**src/rtl/harness_run_ctrl.sv**
```systemverilog
// Run sequencer for the TestHarness: holds the DUT in reset, releases it, qualifies
// io_dut_success against a watchdog and reports pass/timeout/abort with the run length.
module harness_run_ctrl #(
  parameter int RESET_CYCLES   = 20,
  parameter int TIMEOUT_CYCLES = 100000000,
  parameter int SUCCESS_HOLD   = 1,
  parameter int CNT_W          = 32
) (
  input  logic             clock,
  input  logic             reset,
  input  logic             io_start,
  input  logic             io_abort,
  input  logic             io_dut_success,
  output logic             io_dut_reset,
  output logic             io_busy,
  output logic             io_done,
  output logic             io_pass,
  output logic             io_timeout,
  output logic             io_aborted,
  output logic [CNT_W-1:0] io_cycles,
  output logic [7:0]       io_run_count
);

  localparam int RST_W  = (RESET_CYCLES > 1) ? $clog2(RESET_CYCLES) : 1;
  localparam int HOLD_W = (SUCCESS_HOLD > 1) ? $clog2(SUCCESS_HOLD) : 1;
  localparam logic [RST_W-1:0]  RST_LAST  = RST_W'(RESET_CYCLES - 1);
  localparam logic [HOLD_W-1:0] HOLD_LAST = HOLD_W'(SUCCESS_HOLD - 1);
  localparam logic [CNT_W-1:0]  TO_LAST   = CNT_W'(TIMEOUT_CYCLES - 1);
  localparam logic [CNT_W-1:0]  CNT_MAX   = {CNT_W{1'b1}};

  typedef enum logic [1:0] {
    ST_IDLE   = 2'd0,
    ST_RST    = 2'd1,
    ST_RUN    = 2'd2,
    ST_FINISH = 2'd3
  } state_t;

  state_t             state_r;
  state_t             state_s;
  logic               abort_s;
  logic               pass_s;
  logic               expire_s;
  logic               start_s;
  logic               finish_s;
  logic [RST_W-1:0]   rst_cnt_r;
  logic [HOLD_W-1:0]  hold_r;
  logic [CNT_W-1:0]   cycles_r;
  logic               dut_reset_r;
  logic               busy_r;
  logic               done_r;
  logic               pass_r;
  logic               timeout_r;
  logic               aborted_r;
  logic [7:0]         run_count_r;

  assign start_s  = (state_r == ST_IDLE) && (state_s == ST_RST);
  assign finish_s = (state_r != ST_FINISH) && (state_s == ST_FINISH);

  // Next-state decode; abort outranks pass, pass outranks the watchdog
  always_comb begin
    state_s  = state_r;
    abort_s  = 1'b0;
    pass_s   = 1'b0;
    expire_s = 1'b0;
    case (state_r)
      ST_IDLE: begin
        if (io_start) state_s = ST_RST;
        else          state_s = ST_IDLE;
      end
      ST_RST: begin
        if (io_abort) begin
          abort_s = 1'b1;
          state_s = ST_FINISH;
        end else if (rst_cnt_r == RST_LAST) begin
          state_s = ST_RUN;
        end else begin
          state_s = ST_RST;
        end
      end
      ST_RUN: begin
        if (io_abort) begin
          abort_s = 1'b1;
          state_s = ST_FINISH;
        end else if (io_dut_success && (hold_r == HOLD_LAST)) begin
          pass_s  = 1'b1;
          state_s = ST_FINISH;
        end else if (cycles_r == TO_LAST) begin
          expire_s = 1'b1;
          state_s  = ST_FINISH;
        end else begin
          state_s = ST_RUN;
        end
      end
      ST_FINISH: state_s = ST_IDLE;
      default:   state_s = ST_IDLE;
    endcase
  end

  // State register with status outputs registered from the next state
  always_ff @(posedge clock) begin
    if (reset) begin
      state_r     <= ST_IDLE;
      dut_reset_r <= 1'b1;
      busy_r      <= 1'b0;
      done_r      <= 1'b0;
    end else begin
      state_r     <= state_s;
      dut_reset_r <= (state_s != ST_RUN);
      busy_r      <= (state_s == ST_RST) || (state_s == ST_RUN);
      done_r      <= (state_s == ST_FINISH);
    end
  end

  // Reset-phase, success-hold and run-cycle counters; run cycles freeze on leaving RUN
  always_ff @(posedge clock) begin
    if (reset) begin
      rst_cnt_r <= {RST_W{1'b0}};
      hold_r    <= {HOLD_W{1'b0}};
      cycles_r  <= {CNT_W{1'b0}};
    end else if (start_s) begin
      rst_cnt_r <= {RST_W{1'b0}};
      hold_r    <= {HOLD_W{1'b0}};
      cycles_r  <= {CNT_W{1'b0}};
    end else if (state_r == ST_RST) begin
      rst_cnt_r <= rst_cnt_r + RST_W'(1);
    end else if ((state_r == ST_RUN) && (state_s == ST_RUN)) begin
      if (cycles_r != CNT_MAX) cycles_r <= cycles_r + CNT_W'(1);
      if (io_dut_success) hold_r <= hold_r + HOLD_W'(1);
      else                hold_r <= {HOLD_W{1'b0}};
    end
  end

  // Sticky result flags and completed-run counter
  always_ff @(posedge clock) begin
    if (reset) begin
      pass_r      <= 1'b0;
      timeout_r   <= 1'b0;
      aborted_r   <= 1'b0;
      run_count_r <= 8'd0;
    end else if (start_s) begin
      pass_r    <= 1'b0;
      timeout_r <= 1'b0;
      aborted_r <= 1'b0;
    end else if (finish_s) begin
      pass_r      <= pass_s;
      timeout_r   <= expire_s;
      aborted_r   <= abort_s;
      run_count_r <= run_count_r + 8'd1;
    end
  end

  assign io_dut_reset = dut_reset_r;
  assign io_busy      = busy_r;
  assign io_done      = done_r;
  assign io_pass      = pass_r;
  assign io_timeout   = timeout_r;
  assign io_aborted   = aborted_r;
  assign io_cycles    = cycles_r;
  assign io_run_count = run_count_r;

endmodule

```
**config.mk**
```make
export PLATFORM = sky130hd
export DESIGN_NAME = harness_run_ctrl
export DESIGN_NICKNAME = d
export VERILOG_FILES = /design/src/rtl/harness_run_ctrl.sv
export SDC_FILE = /design/constraint.sdc
export NUM_CORES = 1
export LEC_CHECK = 0
export CAP_MARGIN = 20
export CORE_MARGIN = 2
export CORE_UTILIZATION = 47
export DETAILED_ROUTE_END_ITERATION = 7
export PLACE_DENSITY_LB_ADDON = 0.12
export SLEW_MARGIN = 20
export SYNTH_ARGS = -nofsm -noshare
export SYNTH_HDL_FRONTEND = slang
export SYNTH_SLANG_ARGS = --single-unit
```
**constraint.sdc**
```tcl
create_clock -name clock -period 2.75 [get_ports clock]
set_input_delay 0.55 -clock clock [delete_from_list [all_inputs] [get_ports clock]]
set_output_delay 0.55 -clock clock [all_outputs]
set_load 0.01 [all_outputs]
```
==> qor.txt <==
===========================================================================================
Logic depth of the worst path, buffers included                                          13
Count of endpoints failing setup in the final report                                     48
Count of distinct cell types in the synthesized netlist                                  44
Total overflow reported by the global router                                              0
FP Rows                                                                                  27
Placement-stage cell area                                                          3850 µm²
Delay of the slowest critical-path stage                                            0.51 ns
Number of max-cap violations                                                              0
Avg Inst Size Synth                                                                8.81 µm²
H-tree Lvls                                                                               2
Hold violation total from the final report                                                0
Final clock skew                                                                  0.0114 ns
Transition time at the pin with the least slew margin                              0.423 ns
Area Growth Syn to Fin                                                                60.8%
Leading cell type by number of instances after synthesis                            dfxtp_1
Start-to-end type of the worst setup path                                        reg -> reg
Primary FF master, synth                                                            dfxtp_1
Final ANT Viol Nets                                                                       0
Worst hold path cell count                                                                2
Net switching component of the power                                                 408 µW
Buffer type at the clock tree root                                                 clkbuf_8
Maximum achievable frequency                                                        349 MHz
Placed insts                                                                            491
Final routed wire length divided by cell count                                      17.5 µm
Logic depth of the worst register-to-register path                                       13
Number of antenna violations at the first check in global routing                         0
Part of the power in combinational logic                                              0.144
Largest net degree at the start of global routing                                        18
Worst-path fanout max                                                                     5
Vias per cell                                                                          5.74
Top Ports                                                                                51
Post-synthesis instance area                                                       2770 µm²
Power density over cell area                                                     379 nW/µm²
Cell family with the largest share of critical-path delay                      simple AND/OR/NAND/NOR gates
Fraction of registers with async set or reset after synthesis                             0
Total number of nets in the final design                                                458
Die ar.                                                                            6520 µm²
Fraction of final layout cells sized beyond drive strength 1                          0.314
Seq pwr share                                                                         0.472
Initial standard-cell utilization of the core                                         0.494
P_leak                                                                              1.69 nW
Fin cells                                                                               515
Share of power burned in the clock network                                            0.384
CTS clock-pin slew for the worst setup and hold paths                               0.11 ns
Vias in the first global route                                                         2866
Sequential fraction of the synthesis area                                             0.391
Fin worst setup slack                                                             -0.113 ns
Count of vias placed by the detailed router                                            2954
Final std cell area, no fill                                                       4450 µm²
Gate count after technology mapping                                                     314
Switching portion of total power                                                      0.242
Tmin final                                                                          2.86 ns
Required arrival time at the worst endpoint                                         2.97 ns
Clock latency reported for the late side of the worst-skew pair                     0.32 ns
Port Buffer Count                                                                        50
Kind of capture point of the worst setup path                                     flip-flop
Most frequent cell on the critical path                                               buf_4
Run status                                                                     complete, but fails checks
Dominant cells by area after synthesis                                         dfxtp_1 (39%), xnor2_1 (6.0%), nor2_1 (5.7%)
Sum of negative setup slack                                                        -2.95 ns
Internal Pwr Total                                                                  1.28 mW
Classification of the worst-slack hold path                                      reg -> reg
Global-route wire length before repair                                             13700 µm
Minimum setup slack after placement                                               -0.397 ns
CORE AREA                                                                          5610 µm²
Cell type of the slowest stage on the worst timing path                              or4b_1
Total power of the final layout                                                     1.69 mW
List of most frequent post-synthesis cells                                     dfxtp_1 (54), nor2_1 (42), nand2_1 (25)
Synthesis-stage register bit count                                                       54
Cts bufs inserted                                                                         5
Maximum clock insertion buffer count                                                      2
Diode insertion count for antenna repair                                                  0
Crit start category                                                               flip-flop
Chip width                                                                          80.7 µm
Termination of the worst setup path                                            io_run_count[2]
CTS tree                                                                               done
Final RePlAce weighted congestion                                                     0.840
R2r endpoint                                                                   io_run_count[2]
Violated checks                                                                negative setup slack
Global-route usage over all layers                                                    0.268
RSZ-0062 raised after global routing                                                    yes
# clock sinks                                                                            54
Area share of the largest cell type after synthesis                                   0.391
Worst r2r src                                                                  io_cycles[11]
Max-slew violation count                                                                  0
Detailed-placement wirelength estimate                                              5380 µm
Register-to-register setup slack                                                   -0.11 ns
Cell type contributing the most total cell area after synthesis                     dfxtp_1
Number of iterations in the first detailed-routing pass                                   4
Number of warnings reported in the yosys synthesis log                                    0
Number of design-rule violations left by the first detailed-router iteration            183
Die height                                                                          80.7 µm
Setup crit start                                                               io_cycles[11]
Count of hold-fix buffers inserted at cts                                                 0
Ordered list of cells on the worst path                                        or4b_1, or3_4, nor4_2, buf_4, o221ai_4, inv_2, ha_4, nand2b_4, a21oi_4, buf_4, nand2_2, xor2_1, nor2_1
Drt total wl                                                                        9030 µm
Count of flip-flops with a built-in enable after synthesis                                0
Remaining routing DRC violations                                                          0
Data arrival time of the critical path                                              3.09 ns
Final Cycle Share                                                                      1.04
VDD IR max                                                                       0.000235 V
Rel. slew slack                                                                       0.711
Post-Syn Nets                                                                           330
Worst path bufs/invs                                                                      3
===========================================================================================
-- registers in the layout, summed over array words and instances, names as in the netlist --
name and flops:
io_cycles 32, io_run_count 8, rst_cnt_r 5, state_r 2
hold_r 1, io_aborted 1, io_busy 1, io_done 1
io_dut_reset 1, io_pass 1, io_timeout 1
-- per-stage QoR --
step	hold WS, ns	utilization
6_report	0.476	0.794
5_1_grt	0.492	0.794
4_1_cts	0.459	0.757
3_5_place_dp	0.449	0.687
3_3_place_gp	0.442	0.687
2_1_floorplan	0.437	-
-- layout by cell type (no fill, tap or decap), types with 3 or more instances in the layout --
cell type        instances
buf_4                   70
ha_1                     6
nor3_1                   3
and4_1                   3
nand3_1                  9
dfxtp_1                 49
xor2_1                  11
clkbuf_16                3
buf_6                    6
xnor2_2                  3
nor4_2                   3
nand2_1                 22
nand4_1                 19
nor2b_1                  3
nor2_1                  40
dfxtp_2                  5
clkdlybuf4s50_1         49
ha_4                     3
xnor2_1                 16
o31ai_1                  7
clkbuf_8                 5
or4_1                    9
a211oi_1                 5
inv_1                   10
a21oi_1                 17
-- logic make-up after synthesis --
kind of cell	count (synthesis)	synth area share
flops	54	0.391
compound gates	51	0.125
xor+xnor	30	0.0949
mux	2	0.00723
fa+ha+maj	11	0.0497
simple gates	143	0.299
buf+inv	23	0.0335
-- layer usage --
layer	track usage	vias to the layer above	wire length, µm
met5	0	-	0
met4	0.0814	0	208
met3	0.0433	20	524
met2	0.466	129	4460
met1	0.342	1404	3830
li1	-	1401	-
-- cell type report --
cell class,instances,area [µm²]
clock buffers,5,68.8
inverters,11,41.3
clock inverters,3,68.8
well taps,72,90.1
multi-input cells,237,1850
flip-flops and latches,54,1090
repair buffers,133,1240
fillers,351,1160
-- how the worst min path moves through the flow --
stage / start / slack (ns) / to
final: io_aborted / 0.48 / io_aborted
after global routing: io_aborted / 0.49 / io_aborted
after CTS: io_timeout / 0.46 / io_timeout
after detailed placement: io_timeout / 0.45 / io_timeout
after global placement: io_timeout / 0.44 / io_timeout
after floorplan: hold_r / 0.44 / hold_r
-- worst reg2reg max path, stage by stage (launching register included) --
cell      delay [ns]
dfxtp_2         0.35
or4b_1          0.51
or3_4           0.41
nor4_2          0.26
buf_4           0.17
o221ai_4        0.14
inv_2           0.12
ha_4            0.16
nand2b_4        0.08
a21oi_4         0.19
buf_4           0.15
nand2_2         0.05
xor2_1          0.14
nor2_1          0.05
-- timing repair --
action | CTS | global route
setup buffers | 8 | 7
cloned | 1 | 3
pin swaps | 11 | 14
endpoints found under the setup margin | 46 | 49
endpoints found under the hold margin | 0 | 0
resized for setup | 37 | 24
-- power groups by stage --
stage                     Clock [mW]  Combinational, mW  Sequential, mW
final                          0.648              0.243           0.797
after global routing           0.677              0.254           0.799
after CTS                      0.654              0.189           0.796
after detailed placement           0              0.132           0.813
after global placement             0              0.130           0.813
after floorplan                    0             0.0709           0.814
(Power assumes the default switching activity.)
